--- src/rtl/imem_boot_loader.sv ---
// Boot loader: streams a length-prefixed byte image into IMEM, then releases the core.
// Optional `CHECKSUM_EN adds a trailing XOR checksum byte verified before RUN.
module imem_boot_loader #(
  parameter int IMEM_WORDS = 256
) (
  input  logic        clk,
  input  logic        reset_n,
  input  logic        load_req,
  input  logic        rx_valid,
  input  logic [7:0]  rx_data,
  output logic        rx_ready,
  output logic        imem_we,
  output logic [31:0] imem_addr,
  output logic [31:0] imem_wdata,
  output logic        core_reset,
  output logic        core_start,
  output logic        busy,
  output logic        error,
  output logic [15:0] words_loaded
);

  typedef enum logic [2:0] {
    S_HDR0, S_HDR1, S_DATA, S_CSUM, S_RUN, S_ERR
  } state_t;

`ifdef CHECKSUM_EN
  localparam state_t DONE_ST = S_CSUM;
`else
  localparam state_t DONE_ST = S_RUN;
`endif

  localparam logic [16:0] MAX_W = 17'(IMEM_WORDS);

  state_t      r_state;
  logic [15:0] r_count;
  logic [23:0] r_shift;
  logic [1:0]  r_idx;
`ifdef CHECKSUM_EN
  logic [7:0]  r_acc;
`endif

  logic        w_fire;
  logic [15:0] w_n;
  logic [15:0] w_next_wl;

  assign busy      = (r_state == S_HDR0) || (r_state == S_HDR1) ||
                     (r_state == S_DATA) || (r_state == S_CSUM);
  assign error     = (r_state == S_ERR);
  assign rx_ready  = busy;
  assign w_fire    = rx_valid && rx_ready;
  assign w_n       = {rx_data, r_count[7:0]};
  assign w_next_wl = words_loaded + 16'd1;

  always_ff @(posedge clk) begin
    if (!reset_n) begin
      r_state      <= S_HDR0;
      r_count      <= '0;
      r_shift      <= '0;
      r_idx        <= '0;
      imem_we      <= 1'b0;
      imem_addr    <= '0;
      imem_wdata   <= '0;
      core_reset   <= 1'b1;
      core_start   <= 1'b0;
      words_loaded <= '0;
`ifdef CHECKSUM_EN
      r_acc        <= '0;
`endif
    end else begin
      imem_we    <= 1'b0;
      core_reset <= 1'b1;
      core_start <= 1'b0;
      unique case (r_state)
        S_HDR0: if (w_fire) begin
          r_count[7:0] <= rx_data;
          r_state      <= S_HDR1;
        end
        S_HDR1: if (w_fire) begin
          r_count[15:8] <= rx_data;
          if (w_n == 16'd0)
            r_state <= DONE_ST;
          else if ({1'b0, w_n} > MAX_W)
            r_state <= S_ERR;
          else
            r_state <= S_DATA;
        end
        S_DATA: if (w_fire) begin
          r_shift <= {rx_data, r_shift[23:8]};
          r_idx   <= r_idx + 2'd1;
          if (r_idx == 2'd3) begin
            imem_we      <= 1'b1;
            imem_wdata   <= {rx_data, r_shift};
            imem_addr    <= {14'd0, words_loaded, 2'b00};
            words_loaded <= w_next_wl;
            if (w_next_wl == r_count)
              r_state <= DONE_ST;
          end
        end
`ifdef CHECKSUM_EN
        S_CSUM: if (w_fire) begin
          r_state <= (rx_data == r_acc) ? S_RUN : S_ERR;
        end
`endif
        S_RUN: begin
          if (load_req) begin
            r_state      <= S_HDR0;
            words_loaded <= '0;
            imem_addr    <= '0;
            r_idx        <= '0;
            r_count      <= '0;
`ifdef CHECKSUM_EN
            r_acc        <= '0;
`endif
          end else begin
            core_reset <= 1'b0;
            core_start <= 1'b1;
          end
        end
        S_ERR: if (load_req) begin
          r_state      <= S_HDR0;
          words_loaded <= '0;
          imem_addr    <= '0;
          r_idx        <= '0;
          r_count      <= '0;
`ifdef CHECKSUM_EN
          r_acc        <= '0;
`endif
        end
        default: r_state <= S_HDR0;
      endcase
`ifdef CHECKSUM_EN
      // Checksum byte itself also folds in; harmless since the next image clears it.
      if (w_fire)
        r_acc <= r_acc ^ rx_data;
`endif
    end
  end

endmodule
--- config.mk ---
export PLATFORM = sky130hd
export DESIGN_NAME = imem_boot_loader
export DESIGN_NICKNAME = d
export VERILOG_FILES = /design/src/rtl/imem_boot_loader.sv
export SDC_FILE = /design/constraint.sdc
export NUM_CORES = 1
export LEC_CHECK = 0
export CORE_ASPECT_RATIO = 0.5
export CORE_MARGIN = 3
export CORE_UTILIZATION = 52
export DETAILED_ROUTE_END_ITERATION = 6
export PLACE_DENSITY = 0.8
export SYNTH_ARGS = -nofsm -noshare
export SYNTH_HDL_FRONTEND = slang
export SYNTH_SLANG_ARGS = --single-unit
--- constraint.sdc ---
create_clock -name clk -period 2.8 [get_ports clk]
set_clock_uncertainty 0.2 [all_clocks]
set_input_delay 0.28 -clock clk [delete_from_list [all_inputs] [get_ports clk]]
set_output_delay 0.28 -clock clk [all_outputs]
set_load 0.05 [all_outputs]
==> results.sh <==
export IMPL_status="completed"
export IMPL_ys_seq_elements=112
export IMPL_synth_top_cell_area_share_pct=43.9
export IMPL_synth_area_leaders="dfxtp_1 44%, nand2_1 11%, a21oi_1 8.6%"
export IMPL_num_nets_final=721
export IMPL_cts_root_buf="clkbuf_16"
export IMPL_fmax_ghz=0.375
export IMPL_grt_start_max_net_pins=66
export IMPL_cpMaxStageDelayCell="clkdlybuf4s50_1"
export IMPL_antenna_found_initial=0
export IMPL_fp_dieW_um=146
export IMPL_period_needed_ns=2.67
export IMPL_worst_hold_path_type="flip-flop to flip-flop"
export IMPL_slowest_delay_ns=0.81
export IMPL_timing_final_ws_setup_ns=0.132
export IMPL_rsz0062_at_grt="no"
export IMPL_yosysTopAreaCell="dfxtp_1"
export IMPL_grt_pass1_vias=4291
export IMPL_gr_usage_met2_pct=37.4
export IMPL_path_cells="nand2b_1, nor2_1, clkdlybuf4s50_1"
export IMPL_p_per_area_nw_per_um2=514
export IMPL_cp_max_fo=16
export IMPL_clk_pin_slew_worst_paths_ns=0.08
export IMPL_critical_path_class="flip-flop to output port"
export IMPL_cts_buffer_depth=2
export IMPL_fin_tns_setup_ns=0
export IMPL_vias=4737
export IMPL_port_buffers=81
export IMPL_synth_common_cells="143 x nand2_1, 112 x dfxtp_1, 88 x a21oi_1"
export IMPL_hpwl_um=8770
export IMPL_cts_tree="done"
export IMPL_dieArea_um2=11100
export IMPL_grt_overflow=0
export IMPL_yosysWarnings=0
export IMPL_total_leakage_power_nw=2.21
export IMPL_worst_pin_slew_ns=0.698
export IMPL_synth_ff_type="dfxtp_1"
export IMPL_cts_resized=0
export IMPL_startpoint="r_state[1]$_SDFFE_PN0P_"
export IMPL_setup_viol=0
export IMPL_crit_arrival_ns=2.19
export IMPL_cts_setup_buffers=0
export IMPL_startpoint_type="flip-flop"
export IMPL_netlist_area_um2=5100
export IMPL_clock_sinks=112
export IMPL_yosysMostFrequentCell="nand2_1"
export IMPL_start_util_pct=55.9
export IMPL_rr_worst_depth=7
export IMPL_post_drt_wl_per_cell_um=15.5
export IMPL_max_vdd_ir_drop_mv=0.335
export IMPL_syn_area_per_cell_um2=7.94
export IMPL_grtUsageMet3_pct=5.23
export IMPL_min_period_over_period_pct=95.3
export IMPL_io_pins=98
export IMPL_worstPathRequired_ns=2.32
export IMPL_power_total_mw=3.22
export IMPL_rrSetupSlack_ns=0.26
export IMPL_max_slew_margin_rel_pct=53.5
export IMPL_area_growth_pct=22.5
export IMPL_drc=0
export IMPL_via_per_inst=5.63
export IMPL_slew_violations=0
export IMPL_drtIter0Drc=394
export IMPL_grt_pass1_wl_um=21400
export IMPL_yosysSeqAreaShare_pct=43.9
export IMPL_floorplan_rows=24
export IMPL_routed_wl_um=13100
export IMPL_grt_usage_pct=23.1
export IMPL_postRouteAntennaNets=0
export IMPL_core_area_um2=9130
export IMPL_cp_end_kind="output port"
export IMPL_drive_above_1_share_pct=7.30
export IMPL_routabilityCongestion=0.902
export IMPL_hold_buffers=0
export IMPL_hold_viol_final=0
export IMPL_top_usage_layer="met2"
export IMPL_clk_latency_ns=0.35
export IMPL_antenna_cells=0
export IMPL_met1_usage_pct=31.6
export IMPL_synthDistinctLibCells=58
export IMPL_worstSetupEndpoint="error"
export IMPL_r2r_start="words_loaded[2]$_SDFFE_PN0P_"
export IMPL_synth_edf_count=0
export IMPL_synthArstFlopShare_pct=0
export IMPL_maxCapViolCount=0
export IMPL_rr_endpoint="r_state[2]$_SDFFE_PN0P_"
export IMPL_cts_inserted_buffers=9
export IMPL_h_tree_depth=3
export IMPL_place_ws_ns=0.292
export IMPL_drt_pass1_iter_count=5
export IMPL_synthCells=643
export IMPL_die_y_um=76.0
registers in the layout, indices dropped and copies added (netlist names), 2 cells and up:
signal	count
imem_addr	16
imem_wdata	32
r_count	16
r_idx	2
r_shift	24
r_state	3
words_loaded	16
placed cells by master (no fill, tap or decap), drive strengths merged, types with 3 or more instances in the layout:
master,instances
a211oi,3
a21o,3
a21oi,89
a22oi,25
a311oi,3
and2,4
and3,7
and4,3
buf,25
clkbuf,10
clkdlybuf4s50,81
conb,16
dfxtp,112
inv,8
mux2i,5
nand2,143
nand2b,5
nand3,23
nand3b,4
nand4,10
nor2,50
nor3,9
nor3b,3
nor4,6
o21ai,14
or4,4
xnor2,9
xor2,10
worst min path at each step:
| stage | start | end | slack (ns) | depth (start not counted) |
|---|---|---|---|---|
| floorplan | load_req | core_start$_SDFF_PN0_ | 0.17 | 1 |
| global placement | imem_wdata[25]$_SDFFE_PN0P_ | imem_wdata[25]$_SDFFE_PN0P_ | 0.24 | 2 |
| detailed placement | r_shift[0]$_SDFFE_PN0P_ | imem_wdata[0]$_SDFFE_PN0P_ | 0.24 | 2 |
| CTS | r_shift[0]$_SDFFE_PN0P_ | imem_wdata[0]$_SDFFE_PN0P_ | 0.26 | 2 |
| global route | imem_wdata[24]$_SDFFE_PN0P_ | imem_wdata[24]$_SDFFE_PN0P_ | 0.27 | 2 |
| finish | r_shift[0]$_SDFFE_PN0P_ | imem_wdata[0]$_SDFFE_PN0P_ | 0.25 | 2 |
kinds of logic after synthesis:
logic type               synth area share (%)
other                                  0.0735
multiplexers                             1.20
adder cells (fa/ha/maj)                 0.687
AND/OR/NAND/NOR                          25.5
XOR/XNOR                                 3.26
flip-flops                               43.9
AO/OA/AOI/OAI                            17.7
buffers and inverters                    7.68
worst max-delay path: cells and delay by family (launching register included):
family,cells,cell delay [ns]
flops,1,0.45
simple gates,2,0.57
buf+inv,1,0.81
where the power goes:
part,switching (mW),internal [mW]
sequential,0.0353,1.61
clock,0.628,0.629
combinational,0.207,0.102
total,0.870,2.35
metal layers:
layer  share of wire, %  routed length (µm)
met4                1.2                 156
met5                  0                   0
met1                 46                6070
met2                 46                6050
met3                6.2                 812
metrics by stage:
stage	area, µm²	hold WS (ns)	utilization (%)	instances
after floorplan	5160	0.171	-	658
after global placement	5960	0.242	65.3	826
after detailed placement	5960	0.243	65.3	826
after CTS	6250	0.255	68.5	842
after global routing	6250	0.273	68.5	842
final	6250	0.253	68.5	842
layout make-up:
cell class                 count  area [µm²]
inverter                       5        18.8
clock inverter                 6        61.3
sequential                   112        2240
timing repair buffer         106        1010
multi-input combinational    473        2530
tap                          130         163
clock buffer                  10         229
fill                         777        2880
Note: power is estimated with default switching activity, not from simulation.
